### src/rtl/adc_capture_pkg.sv
// Shared definitions for the ADC capture block: SPI command codes, FSM state
// encoding, buffer depth default and the status byte helper.
// Latency: n/a (package). Backpressure: n/a.
package adc_capture_pkg;

  localparam int DEPTH_DEFAULT = 256;

  localparam logic [7:0] CMD_ARM      = 8'hA1;
  localparam logic [7:0] CMD_FORCE    = 8'hA2;
  localparam logic [7:0] CMD_READ     = 8'hA3;
  localparam logic [7:0] CMD_SETLEVEL = 8'hA4;

  localparam logic [7:0] LEVEL_RESET  = 8'h80;

  typedef enum logic [2:0] {
    ST_IDLE    = 3'd0,
    ST_ARMED   = 3'd1,
    ST_CAPTURE = 3'd2,
    ST_DONE    = 3'd3,
    ST_READ    = 3'd4
  } state_t;

  // Byte returned to the SPI master whenever the buffer is not being read out.
  function automatic logic [7:0] status_byte(state_t s);
    return {5'b0, s};
  endfunction

endpackage

### src/rtl/capture_ram.sv
// Sample buffer: DEPTH x 8 simple dual-port RAM, one write port, one read port.
// Latency: read data valid 1 cycle after raddr is presented.
// Backpressure: none; a write and a read may occur every cycle.
//
// Ports: clk; we/waddr/wdata write port; raddr/rdata registered read port.
module capture_ram #(
  parameter int DEPTH = 256,
  parameter int AW    = $clog2(DEPTH)
) (
  input  logic          clk,
  input  logic          we,
  input  logic [AW-1:0] waddr,
  input  logic [7:0]    wdata,
  input  logic [AW-1:0] raddr,
  output logic [7:0]    rdata
);

  // Contents are deliberately not reset; the FSM never reads a location
  // before a full capture has written it.
  logic [7:0] mem [DEPTH];

  always_ff @(posedge clk) begin
    if (we) mem[waddr] <= wdata;
    rdata <= mem[raddr];
  end

endmodule

### src/rtl/adc_capture.sv
// Triggered ADC sample capture with SPI command interface and buffer readout.
// Latency: status on txd_data 1 cycle after a state change; buffer byte 2 cycles after READ / each rxd_flag.
// Backpressure: none; samples arriving outside ARMED/CAPTURE are dropped.
//
// Ports: clk, resetn (async, active-low); sample_valid/sample_data ADC input;
//        rxd_out/rxd_flag/spi_cs received SPI bytes; txd_data next SPI reply;
//        capture_done high in DONE or READ.
module adc_capture
  import adc_capture_pkg::*;
#(
  parameter int DEPTH = DEPTH_DEFAULT
) (
  input  logic       clk,
  input  logic       resetn,
  input  logic       sample_valid,
  input  logic [7:0] sample_data,
  input  logic [7:0] rxd_out,
  input  logic       rxd_flag,
  input  logic       spi_cs,
  output logic [7:0] txd_data,
  output logic       capture_done
);

  localparam int            AW   = $clog2(DEPTH);
  localparam logic [AW-1:0] LAST = AW'(DEPTH - 1);

  state_t        state_q, state_d;
  logic [AW-1:0] wr_ptr_q, rd_ptr_q;
  logic [7:0]    level_q, prev_q, status_q, ram_rdata;
  logic          prev_vld_q, force_q, lvl_pend_q, cs_q, rd_mode_q;

  // ---------------------------------------------------------------------
  // Command decode. The byte after SETLEVEL is always data, never a command.
  // Inside READ every byte is a dummy except ARM.
  // ---------------------------------------------------------------------
  logic byte_vld, lvl_byte, cmd_vld;
  logic is_arm, is_force, is_read, is_setlevel, cs_rise;

  assign byte_vld    = rxd_flag & ~spi_cs;
  assign lvl_byte    = byte_vld & lvl_pend_q;
  assign cmd_vld     = byte_vld & ~lvl_pend_q;
  assign is_arm      = cmd_vld && (rxd_out == CMD_ARM);
  assign is_force    = cmd_vld && (rxd_out == CMD_FORCE)    && (state_q == ST_ARMED);
  assign is_read     = cmd_vld && (rxd_out == CMD_READ)     && (state_q == ST_DONE);
  assign is_setlevel = cmd_vld && (rxd_out == CMD_SETLEVEL) && (state_q != ST_READ);
  assign cs_rise     = spi_cs & ~cs_q;

  // Rising-edge trigger: previous sample must itself have arrived in ARMED.
  logic level_hit, trig;
  assign level_hit = prev_vld_q && (prev_q < level_q) && (sample_data >= level_q);
  assign trig      = (state_q == ST_ARMED) && sample_valid && !is_arm && (force_q || level_hit);

  // ARM wins over any coincident write.
  logic          ram_we;
  logic [AW-1:0] ram_waddr;
  assign ram_we    = sample_valid && !is_arm && (trig || (state_q == ST_CAPTURE));
  assign ram_waddr = trig ? '0 : wr_ptr_q;

  // ---------------------------------------------------------------------
  // FSM: state register
  // ---------------------------------------------------------------------
  always_ff @(posedge clk or negedge resetn) begin
    if (!resetn) state_q <= ST_IDLE;
    else         state_q <= state_d;
  end

  // FSM: next state
  always_comb begin
    state_d = state_q;
    if (is_arm) begin
      state_d = ST_ARMED;
    end else begin
      case (state_q)
        ST_IDLE:    state_d = ST_IDLE;
        ST_ARMED:   if (trig) state_d = ST_CAPTURE;
        ST_CAPTURE: if (sample_valid && (wr_ptr_q == LAST)) state_d = ST_DONE;
        ST_DONE:    if (is_read) state_d = ST_READ;
        ST_READ:    if (cs_rise) state_d = ST_DONE;
        default:    state_d = ST_IDLE;
      endcase
    end
  end

  // FSM: outputs. rd_mode_q lags the state by one cycle so the RAM read
  // pipeline and the status byte switch over together.
  always_comb begin
    capture_done = (state_q == ST_DONE) || (state_q == ST_READ);
    txd_data     = rd_mode_q ? ram_rdata : status_q;
  end

  // ---------------------------------------------------------------------
  // Datapath registers
  // ---------------------------------------------------------------------
  always_ff @(posedge clk or negedge resetn) begin
    if (!resetn) begin
      wr_ptr_q   <= '0;
      rd_ptr_q   <= '0;
      level_q    <= LEVEL_RESET;
      prev_q     <= '0;
      prev_vld_q <= 1'b0;
      force_q    <= 1'b0;
      lvl_pend_q <= 1'b0;
      cs_q       <= 1'b1;
      status_q   <= 8'h00;
      rd_mode_q  <= 1'b0;
    end else begin
      cs_q      <= spi_cs;
      status_q  <= status_byte(state_q);
      rd_mode_q <= (state_q == ST_READ);

      if (lvl_byte) begin
        level_q    <= rxd_out;
        lvl_pend_q <= 1'b0;
      end else if (is_setlevel) begin
        lvl_pend_q <= 1'b1;
      end

      if (is_arm) begin
        wr_ptr_q   <= '0;
        prev_vld_q <= 1'b0;
        force_q    <= 1'b0;
      end else begin
        case (state_q)
          ST_ARMED: begin
            // A FORCE coincident with a sample triggers on the following one.
            if (is_force) force_q <= 1'b1;
            if (trig) begin
              wr_ptr_q   <= AW'(1);
              force_q    <= 1'b0;
              prev_vld_q <= 1'b0;
            end else if (sample_valid) begin
              prev_q     <= sample_data;
              prev_vld_q <= 1'b1;
            end
          end
          ST_CAPTURE: if (sample_valid) wr_ptr_q <= wr_ptr_q + AW'(1);
          ST_DONE:    if (is_read) rd_ptr_q <= '0;
          // Natural wrap from LAST back to 0 at a power-of-two depth.
          ST_READ:    if (byte_vld) rd_ptr_q <= rd_ptr_q + AW'(1);
          default:    ;
        endcase
      end
    end
  end

  capture_ram #(
    .DEPTH (DEPTH),
    .AW    (AW)
  ) u_ram (
    .clk   (clk),
    .we    (ram_we),
    .waddr (ram_waddr),
    .wdata (sample_data),
    .raddr (rd_ptr_q),
    .rdata (ram_rdata)
  );

endmodule

### config.mk
export PLATFORM = sky130hd
export DESIGN_NAME = adc_capture
export DESIGN_NICKNAME = d
export VERILOG_FILES = /design/src/rtl/adc_capture_pkg.sv /design/src/rtl/capture_ram.sv /design/src/rtl/adc_capture.sv
export SDC_FILE = /design/constraint.sdc
export NUM_CORES = 2
export LEC_CHECK = 0
export CAP_MARGIN = 20
export CORE_MARGIN = 4
export CORE_UTILIZATION = 55
export DETAILED_ROUTE_END_ITERATION = 12
export PLACE_DENSITY = 0.71
export SYNTH_ARGS = -nofsm -noshare
export SYNTH_HDL_FRONTEND = slang
export SYNTH_HIERARCHICAL = 1
export SYNTH_SLANG_ARGS = --single-unit
### constraint.sdc
create_clock -name clk -period 4.33 [get_ports clk]
set_input_delay 0.866 -clock clk [delete_from_list [all_inputs] [get_ports clk]]
set_output_delay 0.866 -clock clk [all_outputs]
set_load 0.1 [all_outputs]
==> summary.txt <==
Worst setup path
  – Worst reg2reg path startpoint: rd_ptr_q[2]
  – Critical Path AT: approximately 5.0 ns
  – Worst reg2reg path endpoint: u_ram/rdata[3]
  – Critical path type: register to register
  – Launching element type of the critical path: register
  – Worst-path fanout max: 12
  – Path depth of the worst reg2reg path: 6
  – R2R Setup Slk: -0.004 ns
  – Data required, critical path: between 4 and 5 ns
  – Crit end category: register

Layout
  – Area occupied by multi-input gates: approximately 18000 um^2
  – Fill cell count: 9692
  – Post-synthesis to final-layout area growth: 15.4%
  – Share of layout cells above drive strength 1: 0.295
  – Post-layout net count: ~4600
  – Util after Layout: 0.640
  – Storage element area: ~63000 um^2

Placed design
  – Placer Congestion: 0.943
  – Port Buffer Count: 29
  – Detailed placer's ending HPWL: between 100000 and 150000 um

Die
  – Site row count: ~140
  – IO Pins: 30
  – Die Area: between 150000 and 200000 um^2
  – Initial Util: 0.554
  – Die boundary height: 394 um
  – Horiz. Die Dim: 394 um
  – Area inside the core boundary: ~150000 um^2

Job
  – Number of violations of the max-capacitance limit: 0

CTS
  – Number of buffers on the longest clock path: 3
  – Clock latency on the worst-skew pair: 0.84 ns
  – Level count of the clock H-tree: 4
  – Num CTS Buffers: 203
  – Clock slew seen by the registers of the worst setup and hold paths: 0.06 ns
  – Clock tree from TritonCTS: yes
  – Root buffer selected by CTS: sky130_fd_sc_hd__clkbuf_16
  – Post CTS Setup Buffer Count: 0
  – Clock sink total: roughly 2100

Global routing
  – Vias in the first global route: between 40000 and 50000
  – Initial antenna violation count: 1
  – Global-route wire length before repair: slightly above 300000 um
  – Largest net degree at the start of global routing: roughly 180
  – Total congestion overflow after global routing: 0
  – Overall Global Routing Usage: 0.272

STA
  – Unrepaired setup endpoints after global routing: false
  – Transition time at the pin with the least slew margin: between 1 and 1.5 ns
  – Final Slew Violations: 0
  – Peak clock frequency supported by timing: 231 MHz
  – Setup slack of the critical path after layout: -0.00372 ns
  – Final clock period utilization by the worst path: 1.00
  – Shortest clock period the worst path allows after layout: about 4.3 ns
  – Worst slew margin: 0.273
  – Setup Skew: 0.0217 ns
  – Final hold vios: 0
  – Final TNS setup: -0.00372 ns
  – Final setup viols: 1

Power
  – Power per Cell Area: ~440 nW/um^2
  – Total Power Consumption: 41.9 mW
  – Static power due to leakage: approximately 30 nW
  – Largest voltage drop on the vdd net: about 0.00046 V

Drt
  – DRC: 0
  – Routed wire length: 210000 um
  – First-pass iteration count of the detailed router: 6
  – Via density per instance: around 6.5
  – Total number of vias: 43300
  – Count of antenna-violating nets left after detailed routing: 0
  – Iteration-0 DRC count of the detailed router: around 5700
  – Drt wl/cell: 31.6 um

Outcome
  – Violations in the final reports: negative setup slack
  – Result of the run: finished, violations left

Logic synthesis
  – FFs w/ async S/R, synth: 0.0205
  – Post-synthesis instance total: just under 4000
  – Post-synthesis net count: ~4000
  – Main flop type after synthesis: sky130_fd_sc_hd__edfxtp_1
  – Mean cell area of the mapped netlist: 20.6 um^2
  – Post-synthesis cell type count: 81
  – Count of flip-flops with a built-in enable after synthesis: approximately 2000
  – Count of state elements after synthesis: 2099
  – Warnings from Yosys: 6
  – Share of synthesized area occupied by flip-flops and latches: 0.764
  – Mapped Area: approximately 82000 um^2

Min path
  – Type of the tightest min-delay check: primary input to async pin
-- layout by cell type, fill, tap and decap left out, drive strengths merged, types with 6 or more instances in the layout --
master / instances
edfxtp: 2048
buf: 569
mux4: 456
nor2: 295
clkbuf: 252
mux2i: 134
a22oi: 133
a21oi: 107
clkinv: 91
nand2: 51
o221ai: 47
nand3: 44
nor2b: 41
dfrtp: 41
o21ai: 37
o22ai: 30
nor4: 29
nor3: 26
inv: 25
a211oi: 21
mux2: 20
bufinv: 19
nand4: 17
ha: 17
clkdlybuf4s50: 16
clkinvlp: 14
a221oi: 14
and2: 12
o211ai: 10
nand2b: 8
a22o: 8
dfxtp: 8
a31oi: 6
and3: 6
a2111oi: 6
-- per-stage QoR --
stage,area (um^2),worst slack (ns),hold WS (ns),instances
after floorplan,82100,0.0825,0.353,3980
after global placement,88100,-0.700,0.488,6262
after detailed placement,88200,-0.543,0.501,6263
after CTS,94700,-0.0100,0.0709,6642
after global routing,94700,0.00903,0.130,6642
final,94700,-0.00372,0.0940,6645
-- per-layer routing --
layer  track usage  share of wire  vias to the layer above
met5             0       0.000062                        -
met4        0.0970          0.038                        2
met3        0.0609           0.10                      406
met2         0.425           0.48                     2429
met1         0.385           0.38                    22800
li1              -              -                    17700
-- flip-flops by register name, indices dropped and copies added, names as in the netlist --
| name | cells |
|---|---|
| u_ram/mem | 2048 |
| level_q | 8 |
| status_q | 3 |
| state_q | 3 |
| force_q | 1 |
| wr_ptr_q | 8 |
| rd_ptr_q | 8 |
| u_ram/rdata | 8 |
| cs_q | 1 |
| prev_q | 8 |
| lvl_pend_q | 1 |
| rd_mode_q | 1 |
| prev_vld_q | 1 |
-- Yosys cell counts, types with 5 or more instances --
| cell | count | share of area |
|---|---|---|
| sky130_fd_sc_hd__a31oi_1 | 6 | 0.00046 |
| sky130_fd_sc_hd__o221ai_1 | 46 | 0.0049 |
| sky130_fd_sc_hd__and2_1 | 12 | 0.00091 |
| sky130_fd_sc_hd__a211oi_1 | 20 | 0.0018 |
| sky130_fd_sc_hd__a21oi_1 | 107 | 0.0065 |
| sky130_fd_sc_hd__nor3_1 | 25 | 0.0015 |
| sky130_fd_sc_hd__nor4_1 | 25 | 0.0019 |
| sky130_fd_sc_hd__a22oi_1 | 133 | 0.012 |
| sky130_fd_sc_hd__ha_1 | 17 | 0.0026 |
| sky130_fd_sc_hd__edfxtp_1 | 2048 | 0.75 |
| sky130_fd_sc_hd__a22o_1 | 8 | 0.00085 |
| sky130_fd_sc_hd__buf_6 | 22 | 0.0030 |
| sky130_fd_sc_hd__nand4_1 | 17 | 0.0013 |
| sky130_fd_sc_hd__o211ai_1 | 10 | 0.00091 |
| sky130_fd_sc_hd__nand3_1 | 44 | 0.0027 |
| sky130_fd_sc_hd__mux2i_1 | 134 | 0.016 |
| sky130_fd_sc_hd__nand2b_1 | 8 | 0.00061 |
| sky130_fd_sc_hd__mux4_2 | 454 | 0.12 |
| sky130_fd_sc_hd__buf_12 | 8 | 0.0020 |
| sky130_fd_sc_hd__nor2b_1 | 41 | 0.0031 |
| sky130_fd_sc_hd__buf_1 | 22 | 0.0010 |
| sky130_fd_sc_hd__buf_2 | 34 | 0.0021 |
| sky130_fd_sc_hd__o22a_1 | 5 | 0.00053 |
| sky130_fd_sc_hd__o22ai_1 | 30 | 0.0023 |
| sky130_fd_sc_hd__a221oi_1 | 13 | 0.0014 |
| sky130_fd_sc_hd__mux2_2 | 20 | 0.0027 |
| sky130_fd_sc_hd__dfrtp_1 | 41 | 0.013 |
| sky130_fd_sc_hd__dfxtp_1 | 8 | 0.0020 |
| sky130_fd_sc_hd__o21ai_0 | 33 | 0.0020 |
| sky130_fd_sc_hd__buf_4 | 27 | 0.0025 |
| sky130_fd_sc_hd__nor2_1 | 294 | 0.013 |
| sky130_fd_sc_hd__buf_8 | 13 | 0.0024 |
| sky130_fd_sc_hd__clkbuf_1 | 112 | 0.0051 |
| sky130_fd_sc_hd__inv_1 | 13 | 0.00059 |
| sky130_fd_sc_hd__nand2_1 | 50 | 0.0023 |
| sky130_fd_sc_hd__and3_1 | 5 | 0.00038 |
-- kinds of logic after synthesis --
family	after synthesis	synth area share
and+or+nand+nor	554	0.0319
buffers and inverters	254	0.0188
DFF	2099	0.764
xor gates and xnor gates	1	0.000107
adders and majority gates	17	0.00259
AOI/OAI and AO/OA	445	0.0379
muxes	610	0.144
-- how the worst max path moves through the flow --
| stage | from | endpoint | slack [ns] | cells after the start |
|---|---|---|---|---|
| after floorplan | sample_data[2] | u_ram/mem[235][0] | 0.08 | 14 |
| after global placement | sample_data[0] | u_ram/mem[215][4] | -0.70 | 17 |
| after detailed placement | sample_data[0] | u_ram/mem[215][4] | -0.54 | 17 |
| after CTS | level_q[2] | u_ram/mem[215][7] | -0.01 | 16 |
| after global routing | rd_ptr_q[2] | u_ram/rdata[1] | 0.009 | 6 |
| final | rd_ptr_q[2] | u_ram/rdata[3] | -0.004 | 6 |
-- report_power, final --
part / internal (mW) / switching, mW / leakage (nW)
Clock: 9.87 / 7.47 / 3.17
Combinational: 0.635 / 1.34 / 7.57
Sequential: 22.4 / 0.113 / 19.0
Total: 32.9 / 8.92 / 29.8
-- critical path, stage by stage, from the launching register on --
cell	delay (ns)
sky130_fd_sc_hd__dfrtp_4	0.58
sky130_fd_sc_hd__clkinv_1	0.74
sky130_fd_sc_hd__nor2_1	1.08
sky130_fd_sc_hd__a22oi_1	0.23
sky130_fd_sc_hd__a31oi_1	0.39
sky130_fd_sc_hd__nor4_1	0.20
sky130_fd_sc_hd__nor4_1	0.88
-- area by class of cell --
class | count | share of cell area
antenna | 3 | 0.0000792
clock buffer | 245 | 0.0559
clock inverter | 134 | 0.0131
multi-input combinational | 1627 | 0.188
tap | 1930 | 0.0255
sequential | 2099 | 0.662
inverter | 15 | 0.000594
timing repair buffer | 592 | 0.0540
-- repair_timing --
action | CTS | global route
hold buffers | 0 | 0
gates resized for setup | 2 | 9
setup endpoints to repair | 20 | 222
gates cloned | 0 | 0
No activity file was read; power rests on OpenSTA's default activity.
